### src/rtl/async_fifo_pkg.sv
// ============================================================================
//  Package     : async_fifo_pkg
//  Description : Shared Gray/binary conversion helpers and FIFO depth
//                derivation for the asynchronous FIFO pointer logic.
//  Revision    : 1.0 - initial release
// ============================================================================
`default_nettype none

package async_fifo_pkg;

    // Widest pointer supported (ADDRSIZE up to 16, plus the wrap bit)
    localparam int unsigned PTR_W_MAX = 17;

    typedef logic [PTR_W_MAX-1:0] ptr_t;

    // FIFO depth for a given address width
    function automatic int unsigned fifo_depth(input int unsigned addrsize);
        return 32'd1 << addrsize;
    endfunction

    // One bit of the Gray code of a zero-extended binary value
    function automatic logic bin2gray_bit(input ptr_t b, input int unsigned idx);
        logic [1:0] w_pair;
        w_pair = 2'(b >> idx);
        return w_pair[0] ^ w_pair[1];
    endfunction

    // One bit of the binary value of a zero-extended Gray code:
    // binary bit i is the XOR of all Gray bits at or above i
    function automatic logic gray2bin_bit(input ptr_t g, input int unsigned idx);
        return ^(g >> idx);
    endfunction

endpackage : async_fifo_pkg

`default_nettype wire

### src/rtl/gray2bin.sv
// ============================================================================
//  Module      : gray2bin
//  Description : Combinational Gray-to-binary converter of parameterized
//                width (WIDTH <= 17).
//  Revision    : 1.0 - initial release
// ============================================================================
`default_nettype none

module gray2bin
    import async_fifo_pkg::*;
#(
    parameter int WIDTH = 5
) (
    input  logic [WIDTH-1:0] i_gray,
    output logic [WIDTH-1:0] o_bin
);

    logic [PTR_W_MAX-1:0] w_gray_ext;

    assign w_gray_ext = ptr_t'(i_gray);

    generate
        for (genvar gi = 0; gi < WIDTH; gi++) begin : g_bit
            assign o_bin[gi] = gray2bin_bit(w_gray_ext, gi);
        end
    endgenerate

endmodule : gray2bin

`default_nettype wire

### src/rtl/wptr_full_ctrl.sv
// ============================================================================
//  Module      : wptr_full_ctrl
//  Description : Write-side pointer and full/almost-full/level control of an
//                asynchronous FIFO. Compares the next Gray write pointer
//                against the synchronized Gray read pointer.
//  Options     : define ASYNC_FIFO_OVF_EN to build the sticky overflow flag
//                (wovf); otherwise wovf is tied low.
//  Revision    : 1.0 - initial release
// ============================================================================
`default_nettype none

module wptr_full_ctrl
    import async_fifo_pkg::*;
#(
    parameter int ADDRSIZE  = 4,
    parameter int AFULL_LVL = 2
) (
    input  logic                wclk,
    input  logic                wrst,
    input  logic                winc,
    input  logic [ADDRSIZE:0]   wq2_rptr,
    output logic [ADDRSIZE-1:0] waddr,
    output logic [ADDRSIZE:0]   wptr,
    output logic                wfull,
    output logic                awfull,
    output logic [ADDRSIZE:0]   wlevel,
    output logic                wovf
);

    localparam logic [ADDRSIZE:0] c_AFULL_THRESH =
        (ADDRSIZE+1)'(fifo_depth(ADDRSIZE) - AFULL_LVL);

    logic [ADDRSIZE:0]    r_wbin;
    logic [ADDRSIZE:0]    r_wptr;
    logic                 r_wfull;
    logic                 r_awfull;
    logic [ADDRSIZE:0]    r_wlevel;

    logic                 w_wr_accept;
    logic [ADDRSIZE:0]    w_wbinnext;
    logic [ADDRSIZE:0]    w_wgraynext;
    logic [ADDRSIZE:0]    w_rbin;
    logic [ADDRSIZE:0]    w_rptr_full_cmp;
    logic [ADDRSIZE:0]    w_wlevel_next;
    logic                 w_wfull_next;
    logic                 w_awfull_next;
    logic [PTR_W_MAX-1:0] w_wbinnext_ext;

    // Synchronized read pointer back to binary for level arithmetic
    gray2bin #(
        .WIDTH (ADDRSIZE+1)
    ) u_rptr_g2b (
        .i_gray (wq2_rptr),
        .o_bin  (w_rbin)
    );

    // A write attempted while full is dropped
    assign w_wr_accept    = winc & ~r_wfull;
    assign w_wbinnext     = r_wbin + {{ADDRSIZE{1'b0}}, w_wr_accept};
    assign w_wbinnext_ext = ptr_t'(w_wbinnext);

    generate
        for (genvar gi = 0; gi <= ADDRSIZE; gi++) begin : g_wgray
            assign w_wgraynext[gi] = bin2gray_bit(w_wbinnext_ext, gi);
        end
    endgenerate

    // Full when the write pointer is exactly one lap ahead: in Gray code that
    // is the read pointer with its top two bits inverted
    assign w_rptr_full_cmp = {~wq2_rptr[ADDRSIZE:ADDRSIZE-1], wq2_rptr[ADDRSIZE-2:0]};
    assign w_wfull_next    = (w_wgraynext == w_rptr_full_cmp);

    assign w_wlevel_next   = w_wbinnext - w_rbin;
    assign w_awfull_next   = (w_wlevel_next >= c_AFULL_THRESH);

    // Pointer, flag and level registers
    always_ff @(posedge wclk or posedge wrst) begin
        if (wrst) begin
            r_wbin   <= '0;
            r_wptr   <= '0;
            r_wfull  <= 1'b0;
            r_awfull <= 1'b0;
            r_wlevel <= '0;
        end else begin
            r_wbin   <= w_wbinnext;
            r_wptr   <= w_wgraynext;
            r_wfull  <= w_wfull_next;
            r_awfull <= w_awfull_next;
            r_wlevel <= w_wlevel_next;
        end
    end

`ifdef ASYNC_FIFO_OVF_EN
    logic r_wovf;

    // Sticky overflow: any write request seen while full, held until reset
    always_ff @(posedge wclk or posedge wrst) begin
        if (wrst) begin
            r_wovf <= 1'b0;
        end else if (winc && r_wfull) begin
            r_wovf <= 1'b1;
        end
    end

    assign wovf = r_wovf;
`else
    assign wovf = 1'b0;
`endif

    assign waddr  = r_wbin[ADDRSIZE-1:0];
    assign wptr   = r_wptr;
    assign wfull  = r_wfull;
    assign awfull = r_awfull;
    assign wlevel = r_wlevel;

endmodule : wptr_full_ctrl

`default_nettype wire

### config.mk
export PLATFORM = sky130hd
export DESIGN_NAME = wptr_full_ctrl
export DESIGN_NICKNAME = d
export VERILOG_FILES = /design/src/rtl/async_fifo_pkg.sv /design/src/rtl/gray2bin.sv /design/src/rtl/wptr_full_ctrl.sv
export SDC_FILE = /design/constraint.sdc
export NUM_CORES = 1
export LEC_CHECK = 0
export CAP_MARGIN = 0
export CELL_PAD_IN_SITES_DETAIL_PLACEMENT = 1
export CELL_PAD_IN_SITES_GLOBAL_PLACEMENT = 2
export CORE_MARGIN = 8
export CORE_UTILIZATION = 25
export CTS_BUF_LIST = sky130_fd_sc_hd__clkbuf_8
export CTS_CLUSTER_DIAMETER = 200
export CTS_CLUSTER_SIZE = 30
export DETAILED_ROUTE_END_ITERATION = 10
export DONT_BUFFER_PORTS = 1
export PLACE_DENSITY_LB_ADDON = 0.1
export SYNTH_ARGS = -nofsm -noshare
export SYNTH_HDL_FRONTEND = slang
export SYNTH_SLANG_ARGS = --single-unit
### constraint.sdc
create_clock -name wclk -period 5.2 [get_ports wclk]
set_input_delay 0.78 -clock wclk [delete_from_list [all_inputs] [get_ports wclk]]
set_output_delay 0.78 -clock wclk [all_outputs]
set_load 0.02 [all_outputs]
* After elaboration in Yosys (flattened, before gate mapping)
Index checks and enable logic that the tools add are counted. W data, S select, Z words.
Storage, ports and cells: memory bits (read-only) 0, register bits 17, input port bits 8, memory bits (writable) 0, latch bits 0, memories kept 0, logic and storage cells 21, output and inout port bits 17
Operators by class: multipliers 0, magnitude comparators 1, bitwise operators 7, shift-type cells 0, equal/unequal tests 1, add/sub/neg operators 2, divide/modulo/power cells 0, mux-type cells 0, reduce and logical (&&, ||, !) cells 5
Operator list (number):
- $reduce_xor A17 Y1 | 5
- $add A5 B1 Y5 | 1
- $eq A5 B5 Y1 | 1
- $ge A5 B4 Y1 const B | 1
- $sub A5 B5 Y5 | 1
- $xor A1 B1 Y1 | 4
- $not A2 Y2 | 1
- $and A1 B1 Y1 | 1
- $not A1 Y1 | 1

* Logic depth before layout (Yosys ltp)
depth after elaboration 5, mapped depth 10, mapped depth without buffers 10

* Hierarchy
Synthesis repeated with hierarchy kept, for this count alone.
Unflattened totals: cells, all modules 77, area, all modules 922.1 um2
Modules (own cells, without submodules):
- wptr_full_ctrl | sequential area each 400.4 um2, area an instance 848.3 um2, cells each 72, instances 1
- gray2bin | sequential area each 0.0 um2, area an instance 73.8 um2, cells each 5, instances 1

* Least setup slack after synthesis
Ideal clock, no wire load.
path type input to register, start input wq2_rptr[3], end register r_awfull, in the netlist awfull, setup slack 2.415 ns, library setup time 0.116 ns, buffers on the path 0, arrival 2.670 ns, required time 5.084 ns, stages on the path 9, cells stage by stage xnor2_1 -> xor2_1 -> xor2_1 -> xnor2_1 -> ha_1 -> fa_1 -> xnor2_1 -> nand2_1 -> o311ai_0
Between the ends: cells in the longest elaborated chain, start to end 3, elaborated cells between the ends (all ways) 6, those cells by class add/sub (1); order compare (1); reduce/logical (4)
Ends and longest elaborated chain:
- start: declaration | line wptr_full_ctrl.sv:21 | input logic [ADDRSIZE:0] wq2_rptr,
- $reduce_xor A17 Y1 | line async_fifo_pkg.sv:31 | return ^(g >> idx);
- $sub A5 B5 Y5 * | line wptr_full_ctrl.sv:73 | assign w_wlevel_next = w_wbinnext - w_rbin;
- via w_wlevel_next[2] | line wptr_full_ctrl.sv:44 | logic [ADDRSIZE:0] w_wlevel_next;
- $ge A5 B4 Y1 * | line wptr_full_ctrl.sv:74 | assign w_awfull_next = (w_wlevel_next >= c_AFULL_THRESH);
- via w_awfull_next | line wptr_full_ctrl.sv:46 | logic w_awfull_next;
- end signal: assignment | line wptr_full_ctrl.sv:88 | r_awfull <= w_awfull_next;
- end: declaration | line wptr_full_ctrl.sv:36 | logic r_awfull;
Mark *: on every way through the listed nets, which the timed path passes. The rest lies on a longest branch.

* Worst setup path in the final report
Same ends and word-level chain as after synthesis.

==> results.json <==
{
  "cts_made_buffers": 3,
  "setup_repair_after_global_routing_missed_its_margin": "false",
  "global_placement_routability_congestion": 0.614,
  "gr-usage-all-layers_pct": 7.31,
  "setup_violation_total_in_the_final_timing_report": 0,
  "globalRoute.totalOverflow": 0,
  "synth-edff-count": 0,
  "critPathCapture": "awfull$_DFF_PP0_",
  "layout_commonest_cell": "dfrtp_1",
  "max_cap_violations": 0,
  "boundaryPins": 25,
  "internal-power_mw": 0.440,
  "seqPwrFrac_pct": 40.7,
  "synth_sequential_area_ratio_pct": 43.6,
  "detailroute.via_count": 543,
  "crit_path_max_fo": 3,
  "synthesis.area_per_instance_um2": 11.5,
  "crit-reg2reg-launch": "wfull$_DFF_PP0_",
  "area_growth_pct": 10.5,
  "min_period_over_period_pct": 55.6,
  "initial_core_util_pct": 25.5,
  "hold_violations": 0,
  "comb_power_share_pct": 45.6,
  "ys_seq_elements": 16,
  "placement.io_buffers": 0,
  "core_region_area_um2": 3610,
  "route.detailed.wl_per_inst_um": 15.4,
  "die-area_um2": 5870,
  "ys.warnings.count": 0,
  "floorplan.die.width_um": 76.6,
  "report.power.total_mw": 0.810,
  "floorplan.rows": 22,
  "most-common-layout-cells": "16 x dfrtp_1, 8 x xnor2_1, 8 x inv_1, 7 x xor2_1, 6 x ha_1",
  "post_route_cells_drive_above_1_share_pct": 7.41,
  "synth_ff_type": "dfrtp_1",
  "die-height_um": 76.6,
  "routed_wl_mm": 1.99,
  "clkSinkCount": 16,
  "violation_count_after_the_first_detailed_route_iteration": 14,
  "worst_r2r_path_depth": 9,
  "post_cts_resized": 0,
  "power_density_nw_per_um2": 798,
  "fin_skew_ps": 2.00,
  "grt_max_degree": 17,
  "synth_cell_type_count": 26,
  "leakage_nw": 0.471,
  "drv_slew": 0,
  "final_antenna_net_count": 0,
  "critPathLaunch": "wq2_rptr[3]",
  "worstSkewPairLatency_ps": 250,
  "critical_path.reg2reg.endpoint": "awfull$_DFF_PP0_",
  "antenna_found_initial": 0,
  "period_minus_slack_ps": 2890,
  "power.ir.vdd_worst_v": 0.000221,
  "pin_slew_with_the_least_headroom_to_its_limit_ps": 650,
  "startpoint_type": "primary input",
  "nNetsFinal": 97,
  "syn-instance-count": 80,
  "cts-htree-levels": 1,
  "viasPerCell": 4.21,
  "reg2reg_setup_slack_ps": 2600,
  "worst-setup-path-type": "primary input to flop",
  "cts_root_buf": "clkbuf_8",
  "antenna_cells_inserted": 0,
  "post-cts-setup-buffers": 0,
  "syn_nets": 95,
  "arrival_time_at_the_worst_endpoint_ps": 3020,
  "netSwitchingPower_mw": 0.370,
  "drc": 0,
  "timing.critical_path.required_ps": 5330,
  "slew_headroom_pct": 56.6,
  "cts-root-to-sink-buffers": 2,
  "netlist_area_um2": 918,
  "postCtsHoldBufs": 0,
  "cts_tree": "yes",
  "clk_pin_slew_ps": 70,
  "wire_length_of_the_first_global_routing_pass_mm": 3.29,
  "switching_share_pct": 45.7,
  "p_clk_share_pct": 13.7,
  "outcome": "complete, no violations",
  "min_path_type": "primary input to asynchronous set/reset pin",
  "setup_tns_ps": 0,
  "detail_route.first_pass.iterations": 2,
  "grt_pass1_vias": 628,
  "critical_path.endpoint_type": "flop",
  "ys_async_sr_fraction_pct": 100,
  "place_hpwl_mm": 1.58,
  "max_clock_freq_mhz": 346
}
## flip-flops by register name, indices dropped and copies added (netlist names)
name and flops:
wptr 4, wlevel 5, awfull 1, r_wbin 5, wfull 1
## final cells by class
class | instances | area (um2)
fill | 409 | 2590
multi-input combinational | 53 | 469
sequential | 16 | 400
tap | 48 | 60.1
clock buffer | 4 | 55.1
inverter | 8 | 30.0
## through the flow
| step | util, % | instance area (um2) | std cells | setup WS [ps] | hold slack (ps) |
|---|---|---|---|---|---|
| 2_1_floorplan | - | 918 | 80 | 2410 | 690 |
| 3_3_place_gp | 26.6 | 960 | 125 | 2070 | 718 |
| 3_5_place_dp | 26.6 | 960 | 125 | 1990 | 733 |
| 4_1_cts | 28.1 | 1010 | 129 | 2240 | 531 |
| 5_1_grt | 28.1 | 1010 | 129 | 2010 | 551 |
| 6_report | 28.1 | 1010 | 129 | 2310 | 505 |
## layer usage
metal  global-route usage, %  up-vias  share of wire, %
met1                    8.22      262                42
met5                       0        -                 0
met2                    10.5       16                46
met4                    3.46        0              0.65
li1                        -      263                 -
met3                    4.72        2                12
## cell usage after synthesis, drive strengths merged (2+ instances only)
library cell,instances,share of area (%)
or3,2,1.4
buf,2,1.6
nor2,2,0.82
nor2b,3,2.0
dfrtp,16,44
inv,8,3.3
a21boi,3,2.5
nand2,2,0.82
xnor2,8,7.6
xnor3,3,7.4
ha,6,8.2
nand3,3,1.6
o21ai,3,1.6
xor2,7,6.7
## how the worst min path moves through the flow
stage	end	startpoint	slack (ps)	cells after the start
floorplan	awfull$_DFF_PP0_	wrst	690	1
global placement	r_wbin[4]$_DFF_PP0_	r_wbin[4]$_DFF_PP0_	720	1
detailed placement	r_wbin[4]$_DFF_PP0_	r_wbin[4]$_DFF_PP0_	730	1
CTS	wptr[2]$_DFF_PP0_	wrst	530	1
global route	wptr[2]$_DFF_PP0_	wrst	550	1
finish	wptr[2]$_DFF_PP0_	wrst	510	1
## kinds of logic after synthesis
logic type / count (synthesis) / share of synthesized area (%)
buffers and inverters: 11 / 5.31
other: 1 / 0.408
xor gates and xnor gates: 18 / 21.7
adders and majority gates: 7 / 10.4
AOI/OAI and AO/OA: 12 / 9.27
DFF: 16 / 43.6
and+or+nand+nor: 15 / 9.40
## power groups by stage
stage | Sequential, mW | Clock, mW | Combinational, mW
after floorplan | 0.305 | 0 | 0.325
after global placement | 0.337 | 0 | 0.375
after detailed placement | 0.337 | 0 | 0.379
after CTS | 0.335 | 0.117 | 0.382
after global routing | 0.344 | 0.122 | 0.430
final | 0.329 | 0.111 | 0.369
## critical path, cell delays in order
cell      delay (ps)
xnor2_1          240
xor2_1           320
xor2_1           320
xnor2_1          110
ha_1             240
fa_1             440
xnor2_1          200
nand2_1          100
o311ai_0         280
Note: power is estimated with default switching activity, not from simulation.
